$ cat src/rtl/fft_vga_pkg.sv
// rtl/fft_vga_pkg.sv - shared defaults, FSM states and magnitude helpers for the FFT-to-VGA path
package fft_vga_pkg;

  localparam int NUM_BINS_DEFAULT = 512;
  localparam int ADDR_W_DEFAULT   = 10;

  typedef enum logic [1:0] {IDLE, WRITE, SKIP} state_t;

  // |-32768| = 32768 still fits the unsigned 16-bit result
  function automatic logic [15:0] abs16(input logic [15:0] v);
    return v[15] ? 16'(~v + 16'd1) : v;
  endfunction

  // alpha-max-beta-min; worst case 32768 + 16384 needs no saturation
  function automatic logic [15:0] mag(input logic [15:0] mx, input logic [15:0] mn);
    return mx + (mn >> 1);
  endfunction

endpackage

$ cat src/rtl/fft_mag_approx.sv
// rtl/fft_mag_approx.sv - two-stage registered magnitude pipe with sideband carried alongside
module fft_mag_approx
  import fft_vga_pkg::*;
#(
  parameter int SB_W = 11
) (
  input  logic            clk,
  input  logic            reset_n,
  input  logic            in_valid,
  input  logic [15:0]     in_re,
  input  logic [15:0]     in_im,
  input  logic [SB_W-1:0] in_sb,
  output logic            out_valid,
  output logic [15:0]     out_mag,
  output logic [SB_W-1:0] out_sb
);

  logic [15:0]     a, b;
  logic            s1_valid;
  logic [15:0]     s1_max, s1_min;
  logic [SB_W-1:0] s1_sb;

  assign a = abs16(in_re);
  assign b = abs16(in_im);

  // Idle slots are zeroed so the RAM-facing outputs sit at 0 between writes
  always_ff @(posedge clk or negedge reset_n) begin
    if (!reset_n) begin
      s1_valid  <= 1'b0;
      s1_max    <= '0;
      s1_min    <= '0;
      s1_sb     <= '0;
      out_valid <= 1'b0;
      out_mag   <= '0;
      out_sb    <= '0;
    end else begin
      s1_valid  <= in_valid;
      s1_max    <= in_valid ? ((a >= b) ? a : b) : '0;
      s1_min    <= in_valid ? ((a >= b) ? b : a) : '0;
      s1_sb     <= in_valid ? in_sb : '0;
      out_valid <= s1_valid;
      out_mag   <= mag(s1_max, s1_min);
      out_sb    <= s1_sb;
    end
  end

endmodule

$ cat src/rtl/fft_bin_writer.sv
// rtl/fft_bin_writer.sv - framed FFT bin stream to double-buffered display RAM writer
module fft_bin_writer
  import fft_vga_pkg::*;
#(
  parameter int NUM_BINS = NUM_BINS_DEFAULT,
  parameter int ADDR_W   = ADDR_W_DEFAULT
) (
  input  logic              clk,
  input  logic              reset_n,
  input  logic              in_valid,
  output logic              in_ready,
  input  logic [31:0]       in_data,
  input  logic              in_sop,
  input  logic              in_eop,
  output logic [ADDR_W-1:0] ram_address,
  output logic              ram_chipselect,
  output logic              ram_write,
  output logic [3:0]        ram_byteenable,
  output logic [31:0]       ram_writedata,
  output logic              ram_clken,
  output logic              display_bank,
  output logic              frame_done,
  output logic [7:0]        frame_err_count
);

  localparam int BIN_W = ADDR_W - 1;
  localparam int SB_W  = ADDR_W + 1;
  localparam logic [BIN_W-1:0] LAST_BIN = BIN_W'(NUM_BINS - 1);

  state_t           state_q, state_d;
  logic [BIN_W-1:0] bin_q, bin_d, beat_bin;
  logic             ready_q, accept;
  logic             beat_wr, beat_commit, err_inc;
  logic             wr_bank_q, display_bank_q, frame_done_q;
  logic [7:0]       err_q;
  logic [SB_W-1:0]  pipe_in_sb, pipe_sb;
  logic             pipe_valid;
  logic [15:0]      pipe_mag;

  assign accept = in_valid & ready_q;

  always_comb begin
    state_d     = state_q;
    bin_d       = bin_q;
    beat_bin    = bin_q;
    beat_wr     = 1'b0;
    beat_commit = 1'b0;
    err_inc     = 1'b0;
    if (accept) begin
      if (in_sop || state_q == WRITE) begin
        beat_wr  = 1'b1;
        beat_bin = in_sop ? '0 : bin_q;
        bin_d    = beat_bin + 1'b1;
        state_d  = WRITE;
        err_inc  = in_sop && (state_q == WRITE);
        if (in_eop) begin
          state_d = IDLE;
          if (beat_bin == LAST_BIN) beat_commit = 1'b1;
          else                      err_inc     = 1'b1;
        end else if (beat_bin == LAST_BIN) begin
          state_d = SKIP;
          err_inc = 1'b1;
        end
      end else if (state_q == SKIP && in_eop) begin
        state_d = IDLE;
      end
    end
  end

  // Write bank flips as soon as the committing beat is accepted so a frame
  // starting on the very next cycle already targets the other half.
  assign pipe_in_sb = {beat_commit, wr_bank_q, beat_bin};

  fft_mag_approx #(.SB_W(SB_W)) u_mag (
    .clk       (clk),
    .reset_n   (reset_n),
    .in_valid  (beat_wr),
    .in_re     (in_data[31:16]),
    .in_im     (in_data[15:0]),
    .in_sb     (pipe_in_sb),
    .out_valid (pipe_valid),
    .out_mag   (pipe_mag),
    .out_sb    (pipe_sb)
  );

  always_ff @(posedge clk or negedge reset_n) begin
    if (!reset_n) begin
      state_q        <= IDLE;
      bin_q          <= '0;
      ready_q        <= 1'b0;
      wr_bank_q      <= 1'b1;
      display_bank_q <= 1'b0;
      frame_done_q   <= 1'b0;
      err_q          <= '0;
    end else begin
      state_q      <= state_d;
      bin_q        <= bin_d;
      ready_q      <= 1'b1;
      frame_done_q <= pipe_valid & pipe_sb[ADDR_W];
      if (beat_commit) wr_bank_q <= ~wr_bank_q;
      if (pipe_valid & pipe_sb[ADDR_W]) display_bank_q <= ~display_bank_q;
      if (err_inc && err_q != 8'hFF) err_q <= err_q + 8'd1;
    end
  end

  assign in_ready        = ready_q;
  assign ram_address     = pipe_sb[ADDR_W-1:0];
  assign ram_chipselect  = pipe_valid;
  assign ram_write       = pipe_valid;
  assign ram_byteenable  = 4'hF;
  assign ram_writedata   = {16'd0, pipe_mag};
  assign ram_clken       = 1'b1;
  assign display_bank    = display_bank_q;
  assign frame_done      = frame_done_q;
  assign frame_err_count = err_q;

endmodule

$ cat config.mk
export PLATFORM = sky130hd
export DESIGN_NAME = fft_bin_writer
export DESIGN_NICKNAME = d
export VERILOG_FILES = /design/src/rtl/fft_vga_pkg.sv /design/src/rtl/fft_mag_approx.sv /design/src/rtl/fft_bin_writer.sv
export SDC_FILE = /design/constraint.sdc
export NUM_CORES = 1
export LEC_CHECK = 0
export ABC_AREA = 1
export BUFFER_PORTS_ARGS = -buffer_cell sky130_fd_sc_hd__buf_2
export CORE_UTILIZATION = 52
export DETAILED_ROUTE_END_ITERATION = 10
export PLACE_DENSITY = 0.81
export SLEW_MARGIN = 20
export SYNTH_ARGS = -nofsm -noshare
export SYNTH_HDL_FRONTEND = slang
export SYNTH_SLANG_ARGS = --single-unit
$ cat constraint.sdc
create_clock -name clk -period 2.2 [get_ports clk]
set_input_delay 0.11 -clock clk [delete_from_list [all_inputs] [get_ports clk]]
set_output_delay 0.11 -clock clk [all_outputs]
set_load 0.01 [all_outputs]
==> summary.txt <==
status = finished clean
Port Buf Inserts = 75
largest net degree at the start of global routing = 66
Final Net Count = 1004
Reg power frac = 41.4%
capture point of the critical path = u_mag.s1_min[8]$_DFF_PN0_
drt first pass iters = 9
area growth from synthesis to layout = 29.43%
min Tclk post-route = 2192 ps
WP data arrival = 2430 ps
HPWL after DPL = 9.321 mm
die extent in x = 107.7 um
worst reg-to-reg setup slack = 8 ps
RSZ-0062 raised after global routing = true
Ant. Diodes = 0
Ports = 97
first-pass GRT wire length = 20.69 mm
R2R depth = 15
relative slew slack = 55.02%
initial antenna violation count = 0
worst setup margin = 8.105 ps
die footprint = 0.01159 mm^2
total routed wirelength = 13.50 mm
Syn Area/Cell = 7.532 um^2
Vias/cell = 4.948
Final Slew Violations = 0
reg2reg end = frame_err_count[7]$_DFFE_PN0P_
layout cells sized above 1 = 28.13%
Cell Rows = 38
critical path's largest stage delay = 290 ps
Final Wtd Congestion = 0.9079
asr flop ratio synth = 100.0%
Die Y = 107.7 um
startpoint types = input port
CP Class = in2reg
CTS Sinks = 94
WHS = 88.35 ps
Fin Clk Skew = 13.15 ps
register area share after synthesis = 40.53%
Clock transition at path regs = 90 ps
Sw Ratio = 32.63%
Final Hold Fails = 0
Synth warnings = 0
Critical Path End Type = flop
crit path buf inv count = 7
Leakage Power = 0.004221 uW
final core occ = 69.33%
Mapped Cells = 771
Netlist Area Pre-Place = 0.005807 mm^2
peak supply drop = 0.3752 mV
crit-path most repeated cell = buf_4
CTS tree = built
Post-synth EDFFs = 0
Detail Route Antenna Nets = 0
dpl ws = -408.6 ps
P per Cell Area = 639.6 mW/mm^2
clock group share of total power = 26.5%
vias in the first global route = 4779
First DRT Iteration DRCs = 375
Yosys cell types = 35
r2r startpoint = bin_q[0]$_DFFE_PN0P_
GRT Overall Usage = 22.52%
drc violations = 0
Req. time, crit path = 2440 ps
CP top delay family = simple AND/OR/NAND/NOR gates
Skew-Pair Late Insertion Delay = 370 ps
WL/cell = 12.56 um
Top FF cell, synth = dfrtp_1
logic gate share of total power = 32.1%
slowest CP cell = ha_1
commonest non-fill, non-tap cell in the layout = nand2_1
final cycle utilization of the critical path = 99.63%
Core Area = 0.01084 mm^2
Max Fclk = 456.2 MHz
total power = 4807 uW
Num CTS Buffers = 9
max_cap viols = 0
Seq cells post-synth = 94
worst-path fanout max = 11
Clock Path Buffers = 2
CP startpoint = in_data[0]
initial core utilization = 53.57%
switching pwr = 1569 uW
number of H-tree levels = 3
most frequent cells in the layout = nand2_1 (185), nor2_1 (110), dfrtp_1 (93)
CTS root buf = clkbuf_8
setup total negative slack = 0 ps
slew of the pin with the lowest slew margin = 673.9 ps
worst path cell trace = buf_2 > inv_2 > ha_4 > nand3_2 > nor2_1 > buf_4 > nand2_2 > nand2_2 > xor2_2 > ha_1 > nand2_2 > buf_4 > nor4_4 > buf_4 > buf_4 > a21oi_4 > buf_12 > nor2_1 > nor2_1
HP Class = in2reg
GR Overflow Total = 0
vias after detailed routing = 5319
CP Depth = 19
internal power = 3239 uW
Final Setup Violations = 0
-- how the worst min path moves through the flow --
stage	start	endpoint	slack [ps]	depth (start not counted)
3_5_place_dp	reset_n	frame_err_count[5]$_DFFE_PN0P_	60	1
2_1_floorplan	reset_n	bin_q[0]$_DFFE_PN0P_	-190	0
3_3_place_gp	reset_n	frame_err_count[5]$_DFFE_PN0P_	60	1
5_1_grt	in_valid	u_mag.s1_valid$_DFF_PN0_	90	3
4_1_cts	in_sop	u_mag.s1_sb[1]$_DFF_PN0_	60	3
6_report	in_data[16]	u_mag.s1_max[0]$_DFF_PN0_	90	4
-- per-layer routing --
layer	wire length (um)	global-route usage (%)
met2	6684	37.41
met5	0	0
met3	579	3.269
met1	5913	29.44
met4	320	9.198
-- kinds of logic after synthesis --
| group | synth area share [%] |
|---|---|
| and+or+nand+nor | 27.54 |
| buffers and inverters | 12.43 |
| DFF | 40.53 |
| AOI/OAI and AO/OA | 6.292 |
| adders and majority gates | 8.102 |
| xor gates and xnor gates | 4.977 |
| other | 0.1293 |
-- worst reg2reg max path, cell delays in order, from the launching register on --
cell	delay, ps
dfrtp_1	360
inv_2	50
nor2_2	100
ha_2	220
nand3_2	100
nor3_2	170
nor3b_2	200
ha_2	210
or2_4	120
nand3_2	80
o21ai_2	100
nand2_4	110
nor2_4	120
nand2_1	60
nand2_1	60
nand2_1	50
-- through the flow --
stage / std cells / instance area (um^2)
after floorplan: 791 / 5897
after global placement: 1040 / 6793
after detailed placement: 1040 / 6793
after CTS: 1065 / 7133
after global routing: 1075 / 7516
final: 1075 / 7516
-- sequential cells by signal, summed over array words and instances (netlist names) --
signal,cells
bin_q,9
display_bank,1
frame_done,1
frame_err_count,8
in_ready,1
state_q,2
u_mag.out_mag,16
u_mag.out_sb,11
u_mag.out_valid,1
u_mag.s1_max,16
u_mag.s1_min,15
u_mag.s1_sb,11
u_mag.s1_valid,1
wr_bank_q,1
-- timing repair --
item / in CTS / in global routing
pin swaps: 1 / 19
gates cloned: 0 / 4
hold endpoints to repair: 29 / 0
setup endpoints to repair: 12 / 44
buffers inserted: 8 / 6
hold buffers: 1 / 0
resized for setup: 11 / 67
-- cell usage after synthesis (all sizes together) (2+ instances only) --
cell type | n | share of area [%]
conb | 2 | 0.13
a31oi | 2 | 0.22
or2 | 2 | 0.22
ha | 36 | 7.8
nand4 | 2 | 0.22
nor3 | 11 | 0.95
buf | 42 | 5.5
o21a | 2 | 0.26
o21bai | 5 | 0.65
xnor2 | 6 | 0.90
o21ai | 31 | 2.7
inv | 101 | 6.5
nand3b | 7 | 0.90
nand2 | 206 | 13
nor2 | 119 | 7.7
dfrtp | 93 | 40
clkbuf | 7 | 0.45
xor2 | 27 | 4.1
a21o | 2 | 0.26
nand3 | 41 | 3.5
a21oi | 21 | 1.9
-- area by class of cell --
cell class / count / area [um^2]
repair buffers: 177 / 1295
flip-flops and latches: 94 / 2354
clock buffers: 10 / 127.6
clock inverters: 6 / 93.84
well taps: 140 / 175.2
fillers: 816 / 3324
inverters: 101 / 384.1
multi-input cells: 547 / 3087
-- power by group through the flow --
stage          registers (uW)  clock network (uW)  logic (uW)
6_report                 1990                1270        1540
5_1_grt                  2010                1360        1700
4_1_cts                  1990                1290        1330
3_5_place_dp             2020                   0        1260
3_3_place_gp             2010                   0        1210
2_1_floorplan            2050                   0         744
No activity file was read; power rests on OpenSTA's default activity.
